==> config.mk <==
export PLATFORM = sky130hd
export DESIGN_NAME = x400_collect
export DESIGN_NICKNAME = d
export VERILOG_FILES = /design/src/rtl/x400_pkg.sv /design/src/rtl/x400_word_cnt.sv /design/src/rtl/x400_collect.sv
export SDC_FILE = /design/constraint.sdc
export NUM_CORES = 1
export LEC_CHECK = 0
export CORE_MARGIN = 3
export CORE_UTILIZATION = 48
export CTS_CLUSTER_SIZE = 30
export DETAILED_ROUTE_END_ITERATION = 10
export HOLD_SLACK_MARGIN = 0.1
export PLACE_DENSITY_LB_ADDON = 0.3
export SKIP_CTS_REPAIR_TIMING = 1
export SLEW_MARGIN = 20
export SYNTH_ARGS = -nofsm -noshare
export SYNTH_HDL_FRONTEND = slang
export SYNTH_SLANG_ARGS = --single-unit
==> constraint.sdc <==
create_clock -name clk -period 10.3 [get_ports clk]
set_clock_uncertainty 0.1 [all_clocks]
set_input_delay 1.03 -clock clk [delete_from_list [all_inputs] [get_ports clk]]
set_output_delay 1.03 -clock clk [all_outputs]
set_load 0.01 [all_outputs]
==> src/rtl/x400_pkg.sv <==
// Shared constants and fill-state encoding for the 400-bit operand collector.
package x400_pkg;
  localparam int WORD_W    = 16;
  localparam int NUM_WORDS = 25;
  localparam int OPERAND_W = 400;
  localparam int MOD_P     = 4051;
  localparam int CNT_W     = 5;

  typedef enum logic [1:0] {
    IDLE = 2'd0,
    FILL = 2'd1,
    FULL = 2'd2
  } fill_state_e;
endpackage

==> src/rtl/x400_word_cnt.sv <==
// Word index counter: counts accepted words, flags the final word of an
// operand, wraps to zero after it and supports a synchronous clear.
module x400_word_cnt
  import x400_pkg::*;
#(
  parameter int NUM_WORDS = x400_pkg::NUM_WORDS,
  parameter int CNT_W     = x400_pkg::CNT_W
) (
  input  logic             clk,
  input  logic             rst,
  input  logic             inc,
  input  logic             clr,
  output logic [CNT_W-1:0] cnt,
  output logic             term
);

  logic [CNT_W-1:0] cnt_q, cnt_d;

  assign term = (cnt_q == CNT_W'(NUM_WORDS - 1));
  assign cnt  = cnt_q;

  // Next count: clear wins, otherwise step and wrap after the last word.
  always_comb begin
    cnt_d = cnt_q;
    if (clr)      cnt_d = '0;
    else if (inc) cnt_d = term ? '0 : cnt_q + CNT_W'(1);
  end

  // Count register.
  always_ff @(posedge clk or posedge rst) begin
    if (rst) cnt_q <= '0;
    else     cnt_q <= cnt_d;
  end

endmodule

==> src/rtl/x400_collect.sv <==
// Collects NUM_WORDS input words (LS word first) into one 400-bit operand
// for the downstream mod-4051 reduction stage. Two-deep: a staging register
// fills while the output register holds the previous operand.
// Optional framing check (in_last vs. word count, sticky err output) is
// built only when X400_COLLECT_ERR_EN is defined.
module x400_collect
  import x400_pkg::*;
#(
  parameter int WORD_W    = x400_pkg::WORD_W,
  parameter int NUM_WORDS = x400_pkg::NUM_WORDS
) (
  input  logic                        clk,
  input  logic                        rst,
  input  logic [WORD_W-1:0]           in_data,
  input  logic                        in_valid,
  input  logic                        in_last,
  output logic                        in_ready,
  output logic [WORD_W*NUM_WORDS-1:0] x_out,
  output logic                        x_valid,
  input  logic                        x_ready
`ifdef X400_COLLECT_ERR_EN
  ,
  output logic                        err
`endif
);

  localparam int OP_W  = WORD_W * NUM_WORDS;
  localparam int CNT_W = $clog2(NUM_WORDS);

  fill_state_e      state_q, state_d;
  logic [OP_W-1:0]  stg_q, stg_d;
  logic [OP_W-1:0]  xout_q, xout_d;
  logic             xv_q, xv_d;
  logic [CNT_W-1:0] cnt;
  logic             term;
  logic             acc;
  logic             move;
  logic             drop;

  assign acc  = in_valid & in_ready;
  // Staging leaves when the output register is empty or emptying this cycle.
  assign move = (state_q == FULL) & (~xv_q | x_ready);

`ifdef X400_COLLECT_ERR_EN
  logic err_q, err_d;

  // Early in_last abandons the partial operand.
  assign drop = acc & in_last & ~term;

  // Sticky framing error: early in_last, or final word without in_last.
  always_comb begin
    err_d = err_q | drop | (acc & term & ~in_last);
  end

  // Error flag register; cleared only by reset.
  always_ff @(posedge clk or posedge rst) begin
    if (rst) err_q <= 1'b0;
    else     err_q <= err_d;
  end

  assign err = err_q;
`else
  // Without framing checks the word count alone delimits operands.
  logic unused_in_last;
  assign unused_in_last = in_last;
  assign drop           = 1'b0;
`endif

  x400_word_cnt #(
    .NUM_WORDS (NUM_WORDS),
    .CNT_W     (CNT_W)
  ) u_cnt (
    .clk  (clk),
    .rst  (rst),
    .inc  (acc),
    .clr  (drop),
    .cnt  (cnt),
    .term (term)
  );

  // Fill state register.
  always_ff @(posedge clk or posedge rst) begin
    if (rst) state_q <= IDLE;
    else     state_q <= state_d;
  end

  // Fill state transitions.
  always_comb begin
    state_d = state_q;
    case (state_q)
      IDLE, FILL: begin
        if (acc) begin
          if (drop)      state_d = IDLE;
          else if (term) state_d = FULL;
          else           state_d = FILL;
        end
      end
      FULL:    if (move) state_d = IDLE;
      default: state_d = IDLE;
    endcase
  end

  // Accept words whenever staging has room; held low throughout reset.
  always_comb begin
    in_ready = ~rst & (state_q != FULL);
  end

  // Staging write and output register load/consume.
  always_comb begin
    stg_d  = stg_q;
    xout_d = xout_q;
    xv_d   = xv_q;
    if (acc) stg_d[int'(cnt)*WORD_W +: WORD_W] = in_data;
    if (move) begin
      xout_d = stg_q;
      xv_d   = 1'b1;
    end else if (xv_q & x_ready) begin
      xv_d   = 1'b0;
    end
  end

  // Data registers carry no reset; x_valid qualifies x_out.
  always_ff @(posedge clk) begin
    stg_q  <= stg_d;
    xout_q <= xout_d;
  end

  // Output valid register.
  always_ff @(posedge clk or posedge rst) begin
    if (rst) xv_q <= 1'b0;
    else     xv_q <= xv_d;
  end

  assign x_out   = xout_q;
  assign x_valid = xv_q;

endmodule

Word-level counts from Yosys, hierarchy flattened
Index checks and enable logic that the tools add are counted. W data, S select, Z words.

Flip-flop bits (word level): 808. Bits of input ports: 21. Logic and storage cells: 34.

Add/sub/neg operators: 2. Equal/unequal tests: 6. Shift operators: 2. Multiplexer cells: 8. Bitwise operators: 7. Reduce and logical (&&, ||, !) cells: 4.

Operator list (count): $bwmux W400 (1); $shift A16 B33 Y400 const A (1); $shiftx A16 B33 Y400 (1); $neg A9 Y33 (1); $mux W2 (3); $ne A2 B2 Y1 const B (3); $add A5 B1 Y5 const B (1); $eq A5 B5 Y1 const B (1); $mux W5 (1); $and A1 B1 Y1 (4); $pmux W2 S2 (1); $eq A2 B1 Y1 const B (1); $eq A2 B2 Y1 const B (1); $logic_not A2 Y1 (1); $mux W1 (2); $not A1 Y1 (2); $reduce_and A2 Y1 (1); $reduce_bool A2 Y1 (1); $reduce_or A2 Y1 (1); $or A1 B1 Y1 (1).

Depth between registers and ports, before layout
Gate-level depths: netlist (run 1).

Depth after elaboration: 5. Mapped depth: 13. Gate-level depth less buffers: 8.

By module
Synthesis (run 1) repeated with hierarchy kept, for this count alone.

Cells, all modules: 1483. Area total of the unflattened synthesis: 27561.4 um^2.

By module, submodules not included: x400_collect (instances 1, cells each 1451, area each 27262.4 um^2, sequential area each 24098.1 um^2); x400_word_cnt (instances 1, cells each 32, area each 299.0 um^2, sequential area each 125.1 um^2).

Least setup slack after synthesis (run 1)
Ideal clock, no wire load.

Path type: in2reg. Start point: input x_ready. End point: register xout_q[0] (netlist: x_out[0]) (enable). Data arrival time: 10.198 ns. Slack: -0.812 ns. Stages: 2. Cell sequence: nand2b_1 > and2_1.

Word-level cells in the longest chain between the ends: 2.

RTL lines: from (decl) (line x400_collect.sv:20) `input logic x_ready`; $or A1 B1 Y1 (line x400_collect.sv:42) `assign move = (state_q == FULL) & (~xv_q | x_ready);`; $and A1 B1 Y1 (line x400_collect.sv:42); net move (line x400_collect.sv:37) `logic move;`; to (signal assigned) (line x400_collect.sv:125) `xout_q <= xout_d;`; to (decl) (line x400_collect.sv:32) `logic [OP_W-1:0] xout_q, xout_d;`.

The timed path passes the listed nets, and every way through them passes these cells. A chain may end at the register's enable or synchronous reset.

==> results of run 1 <==
critical path, stage by stage, from the launching register on:
cell,delay (ns)
dfrtp_1,0.71
inv_1,0.19
ha_1,0.40
inv_1,0.17
nor3_1,0.06
ha_1,0.45
or3_4,0.78
buf_4,0.45
nor4_4,0.55
buf_4,0.34
cell families after synthesis:
group                    count (synthesis)
AO/OA/AOI/OAI                           14
buffers and inverters                  135
flip-flops                             808
multiplexers                             4
adder cells (fa/ha/maj)                  3
XOR/XNOR                                 3
AND/OR/NAND/NOR                        528
cell type report:
| type | count | area, sq um | share of cell area [%] |
|---|---|---|---|
| Antenna cell | 1 | 2.50 | 0.00698 |
| Clock buffer | 99 | 2090 | 5.84 |
| Clock inverter | 38 | 339 | 0.946 |
| Inverter | 7 | 26.3 | 0.0733 |
| Multi-Input combinational cell | 552 | 3610 | 10.1 |
| Sequential cell | 808 | 24200 | 67.6 |
| Tap cell | 765 | 957 | 2.67 |
| Timing Repair Buffer | 469 | 4600 | 12.8 |
cell usage in the layout (no fill, tap or decap), types with 18 or more instances in the layout:
| cell type | synthesis | final |
|---|---|---|
| and3_1 | 122 | 122 |
| edfxtp_1 | 800 | 800 |
| clkdlybuf4s50_1 | 0 | 421 |
| nor4b_1 | 47 | 47 |
| nor3_1 | 91 | 88 |
| clkbuf_1 | 75 | 18 |
| nor3_2 | 24 | 27 |
| nand3_1 | 31 | 29 |
| nor2_1 | 118 | 112 |
| buf_4 | 5 | 45 |
| clkbuf_16 | 0 | 81 |
per-layer routing:
metal,GRT usage (%),vias up,part of all wire (%)
met5,0,-,0
met4,8.63,0,3.4
met3,5.69,126,9.9
met2,36.1,802,49
met1,29.5,7557,38
li1,-,6584,-
report_power, final:
group	internal, uW	leakage [uW]	switching, uW
clock network	1570	0.00117	1150
registers	3700	0.00710	49.9
logic	231	0.00324	965
per-stage QoR:
| step | total power [uW] | setup slack [ns] | util [%] | hold WS, ns |
|---|---|---|---|---|
| 6_report | 7660 | 5.75 | 61.9 | 0.293 |
| 5_1_grt | 7950 | 5.43 | 61.9 | 0.308 |
| 4_1_cts | 7720 | 5.75 | 61.9 | 0.303 |
| 3_5_place_dp | 5010 | 5.77 | 57.7 | 0.305 |
| 3_3_place_gp | 4960 | 5.85 | 57.6 | 0.301 |
| 2_1_floorplan | 4620 | 3.70 | - | 0.300 |
worst max path at each step:
| stage | start | endpoint | cells past startpoint |
|---|---|---|---|
| after floorplan | x_ready | x_out[0] | 2 |
| after global placement | u_cnt.cnt[0] | stg_q[373] | 9 |
| after detailed placement | u_cnt.cnt[0] | stg_q[379] | 9 |
| after CTS | u_cnt.cnt[0] | stg_q[379] | 9 |
| after global routing | u_cnt.cnt[0] | stg_q[379] | 9 |
| final | u_cnt.cnt[0] | stg_q[379] | 9 |
sequential cells by signal, summed over array words and instances, names as in the netlist:
signal	cells
stg_q	400
x_valid	1
u_cnt.cnt	5
x_out	400
state_q	2
==> impl_metrics.json, run 1 <==
{
  "synth_enable_flop_cells": 800,
  "ys_ff_latch": 808,
  "routedWlPerCell_um": 25.4,
  "yosysTopAreaCell": "edfxtp_1",
  "synth_area_per_cell_sq_um": 18.8,
  "grt_pass1_wl_mm": 98.6,
  "worst_pin_slew_ns": 1.15,
  "tns_ns": 0,
  "critPathArrivalTime_ns": 4.74,
  "syn-num-nets": 1519,
  "clock-sinks": 808,
  "holdPathStages": 0,
  "setup_viol": 0,
  "grt_usage_pct": 22.4,
  "clk_pin_slew_ns": 0.06,
  "drt-initial-drc-count": 1433,
  "slew_violations": 0,
  "synth.area.mux_share_pct": 0.155,
  "vias_per_cell": 5.50,
  "synth_cell_type_count": 49,
  "core-area_sq_um": 57900,
  "worstPathRequired_ns": 10.48,
  "rsz0062_at_grt": "false",
  "synth_area_leaders": "edfxtp_1 (85%), and3_1 (2.7%), nor3_1 (1.6%), nor2_1 (1.6%), nor4b_1 (1.5%)",
  "die_h_um": 248,
  "grt_max_degree": 181,
  "final_hold_viol_count": 0,
  "synth-compound-area-share_pct": 0.418,
  "crit_type": "flop to flop",
  "grt-ovfl-total": 0,
  "ir_drop_mv": 0.212,
  "boundaryPins": 423,
  "worstSetupEndpointType": "flop",
  "p_per_area_nw_per_um2": 214,
  "ff2ff_path_depth": 9,
  "die_x_um": 248,
  "instances_no_fill": 2739,
  "syn_inst": 1495,
  "synthTopCellsByCount": "edfxtp_1 (800), and3_1 (122), nor2_1 (118)",
  "rrSetupSlack_ns": 5.75,
  "maxCapViolCount": 0,
  "gp_congestion": 0.814,
  "worstSkewPairLatency_ns": 0.62,
  "clock_path_buffers": 3,
  "drc": 0,
  "fmax_mhz": 220,
  "status": "completed",
  "yosysMostFrequentCell": "edfxtp_1",
  "synth.top_cell.area_share_pct": 85.3,
  "wirelength_mm": 69.6,
  "post-route-period-util_pct": 44.2,
  "synth_top_family_by_area": "simple AND/OR/NAND/NOR gates",
  "cts.htree.levels": 3,
  "dpl.hpwl_mm": 42.9,
  "areaGrowthSynthToFinish_pct": 27.3,
  "grt_pass1_vias": 14748,
  "synth-main-ff-cell": "edfxtp_1",
  "drt-pass1-iter-count": 5,
  "die_area_sq_um": 61600,
  "fin_nets": 1941,
  "antenna_found_initial": 4,
  "maxSlewHeadroom_pct": 23.5,
  "cp-start-kind": "flop",
  "rr_endpoint": "stg_q[379]",
  "final_cell_area_sq_um": 35900,
  "placed_cells": 2601,
  "worstHoldStart": "stg_q[139]",
  "leakage_uw": 0.0115,
  "dpl-instance-area_sq_um": 33400,
  "synth_xor_area_share_pct": 0.120,
  "num_rows": 88,
  "hold_class": "flop to flop",
  "syn_area_sq_um": 28200,
  "clock-root-buffer": "clkbuf_16",
  "r2r-start": "u_cnt.cnt[0]",
  "n_fill_cell": 4098,
  "io_buffers": 421,
  "postSynth.asyncResetShare_pct": 0.990,
  "via_count": 15069,
  "path_max_fanout": 59,
  "cts_tree": "yes",
  "min_period_ns": 4.55,
  "start_util_pct": 48.6,
  "drtAntennaViolNets": 0,
  "min_to": "x_out[139]",
  "yosys.area_share.adder_pct": 0.133,
  "cts_buffers": 79,
  "ys_seq_area_share_pct": 86.0,
  "drive_gt1_share_pct": 11.7,
  "yosysWarnings": 0,
  "yosys.area_share.simple_pct": 11.0
}
Note: power is estimated with default switching activity, not from simulation.
==> inputs of run 2 (changes only) <==
--- a/config.mk
+++ b/config.mk
@@ -6,7 +6,7 @@
 export NUM_CORES = 1
 export LEC_CHECK = 0
 export CORE_MARGIN = 3
-export CORE_UTILIZATION = 48
+export CORE_UTILIZATION = 50
 export CTS_CLUSTER_SIZE = 30
 export DETAILED_ROUTE_END_ITERATION = 10
 export HOLD_SLACK_MARGIN = 0.1
==> constraint.sdc (replaced) <==
create_clock -name clk -period 4.2 [get_ports clk]
set_clock_uncertainty 0.1 [all_clocks]
set_input_delay 0.42 -clock clk [delete_from_list [all_inputs] [get_ports clk]]
set_output_delay 0.42 -clock clk [all_outputs]
set_load 0.01 [all_outputs]
==> run 2 against run 1 <==
Compared with the run above:
- maximum frequency increased by 25%
- clock-buffer cell count is 2 lower
- critical path depth is the same
- wire length is 2.3% higher
- sequential power up 150%
- flip-flop and latch count stayed put
- power grew 150%
- combinational power grew 150%
- core utilization grew 3.5 points
- first-iteration DRC count increased by 5.9%
- register-to-register slack got worse by 5.2 ns
- critical path type unchanged
- critical endpoint is now stg_q[331]
- highest routed layer is now met5
==> impl_metrics.json, run 2 (synthesis gave the netlist of run 1 again) <==
{
  "grt_pass1_wl_mm": 103,
  "maxCapViolCount": 0,
  "p_comb_share_pct": 15.7,
  "final_cell_mix": "edfxtp_1 (800), clkdlybuf4s50_1 (421), and3_1 (122), nor2_1 (112), nor3_1 (88)",
  "holdPathStages": 0,
  "antenna_found_initial": 3,
  "timing.final.ws_setup_ns": 0.571,
  "drtAntennaViolNets": 0,
  "crit_family": "simple AND/OR/NAND/NOR gates",
  "slew_violations": 0,
  "dpl-instance-area_sq_um": 33700,
  "grt_pass1_vias": 15381,
  "pwr-share-clk_pct": 36.2,
  "cts_tree": "yes",
  "clk_pin_slew_ns": 0.06,
  "grt_max_degree": 98,
  "n_fill_cell": 3676,
  "swShare_pct": 28.2,
  "die_x_um": 243,
  "worstPathRequired_ns": 4.42,
  "worstSetupEndpointType": "flop",
  "gp_congestion": 0.818,
  "io_buffers": 421,
  "ff2ff_path_depth": 9,
  "fmax_mhz": 276,
  "path_cells": "inv_1 -> ha_1 -> inv_1 -> nor3_1 -> ha_1 -> or3_4 -> buf_4 -> nor3_2 -> buf_4",
  "final_common_cell": "edfxtp_1",
  "core-area_sq_um": 55400,
  "dpl.hpwl_mm": 45.6,
  "drc": 0,
  "setup_viol": 0,
  "grt_usage_pct": 23.9,
  "post-route-period-util_pct": 86.4,
  "worst_pin_slew_ns": 1.05,
  "drive_gt1_share_pct": 13.4,
  "min_period_ns": 3.63,
  "clock-root-buffer": "clkbuf_16",
  "cp-start-kind": "flop",
  "vias_per_cell": 5.51,
  "start_util_pct": 50.8,
  "status": "completed",
  "p_per_area_nw_per_um2": 527,
  "leakage_uw": 0.0118,
  "rr_endpoint": "stg_q[331]",
  "final_hold_viol_count": 0,
  "place_ws_ns": 0.591,
  "grt-ovfl-total": 0,
  "worstSkewPairLatency_ns": 0.62,
  "p_sw_uw": 5380,
  "boundaryPins": 423,
  "worstHoldStart": "stg_q[85]",
  "die_area_sq_um": 59200,
  "hold_class": "flop to flop",
  "clock_path_buffers": 3,
  "path_max_fanout": 24,
  "rrSetupSlack_ns": 0.57,
  "min_to": "x_out[85]",
  "num_rows": 86,
  "fin_nets": 1978,
  "die_h_um": 243,
  "final_cell_area_sq_um": 36200,
  "cts_buffers": 79,
  "p_seq_share_pct": 48.1,
  "ir_drop_mv": 0.353,
  "critPathArrivalTime_ns": 3.85,
  "r2r-start": "u_cnt.cnt[1]",
  "routedWlPerCell_um": 25.8,
  "rsz0062_at_grt": "false",
  "cts.htree.levels": 3,
  "maxSlewHeadroom_pct": 29.6,
  "clock-sinks": 808,
  "intPower_uw": 13700,
  "slowest_delay_ns": 0.64,
  "crit_buf_inv": 4,
  "areaGrowthSynthToFinish_pct": 28.6,
  "drt-pass1-iter-count": 6,
  "final_util_pct": 65.4,
  "crit_type": "flop to flop",
  "drt-initial-drc-count": 1517,
  "slowest_stage": "or3_4",
  "wirelength_mm": 71.2,
  "hold-worst-slack_ns": 0.308,
  "via_count": 15216
}
run 2: changes by cell type in the layout (fill, tap and decap cells not counted), sizes merged, moves of 2 or more:
cell      change
buf          +36
clkinv        +4
clkinvlp      -4
inv           +4
bufinv        +2
clkbuf        -2
run 2: how the worst max path moves through the flow:
stage | start | end | slack (ns) | cells after the start
after floorplan | u_cnt.cnt[0] | stg_q[144] | -0.26 | 12
after global placement | u_cnt.cnt[1] | stg_q[320] | 0.72 | 9
after detailed placement | u_cnt.cnt[1] | stg_q[331] | 0.59 | 9
after CTS | u_cnt.cnt[1] | stg_q[322] | 0.58 | 9
after global routing | u_cnt.cnt[1] | stg_q[328] | 0.34 | 9
final | u_cnt.cnt[1] | stg_q[331] | 0.57 | 9
run 2: routing by layer:
layer  GRT usage [%]  part of all wire [%]  wire length, um
met5               0                 0.018               13
met1            30.4                    38            27100
met4            10.6                   4.2             3020
met2            39.2                    49            34800
met3            5.97                   8.7             6200
run 2: power by group through the flow:
stage | sequential (uW) | clock (uW) | combinational (uW)
final | 9190 | 6920 | 2990
after global routing | 9200 | 7350 | 3240
after CTS | 9180 | 7030 | 2990
after detailed placement | 9350 | 0 | 2980
after global placement | 9340 | 0 | 2880
after floorplan | 9290 | 0 | 2040
run 2: cell type report:
class                           instances  area [sq um]  area share [%]
Antenna cell                            1          2.50         0.00691
Clock buffer                           97          2090            5.76
Clock inverter                         44           449            1.24
Inverter                                7          26.3          0.0725
Multi-Input combinational cell        552          3570            9.87
Sequential cell                       808         24200            66.9
Tap cell                              748           936            2.58
Timing Repair Buffer                  506          4930            13.6
run 2: through the flow:
stage	std cells	power [uW]	setup TNS (ns)
after floorplan	1495	11300	-28.67
after global placement	2620	12200	0
after detailed placement	2620	12300	0
after CTS	2761	19200	0
after global routing	2762	19800	0
final	2763	19100	0
run 2: worst reg2reg max path: stages (launching register included):
cell	delay (ns)
dfrtp_1	0.51
inv_1	0.10
ha_1	0.42
inv_1	0.16
nor3_1	0.20
ha_1	0.40
or3_4	0.64
buf_4	0.34
nor3_2	0.23
buf_4	0.25
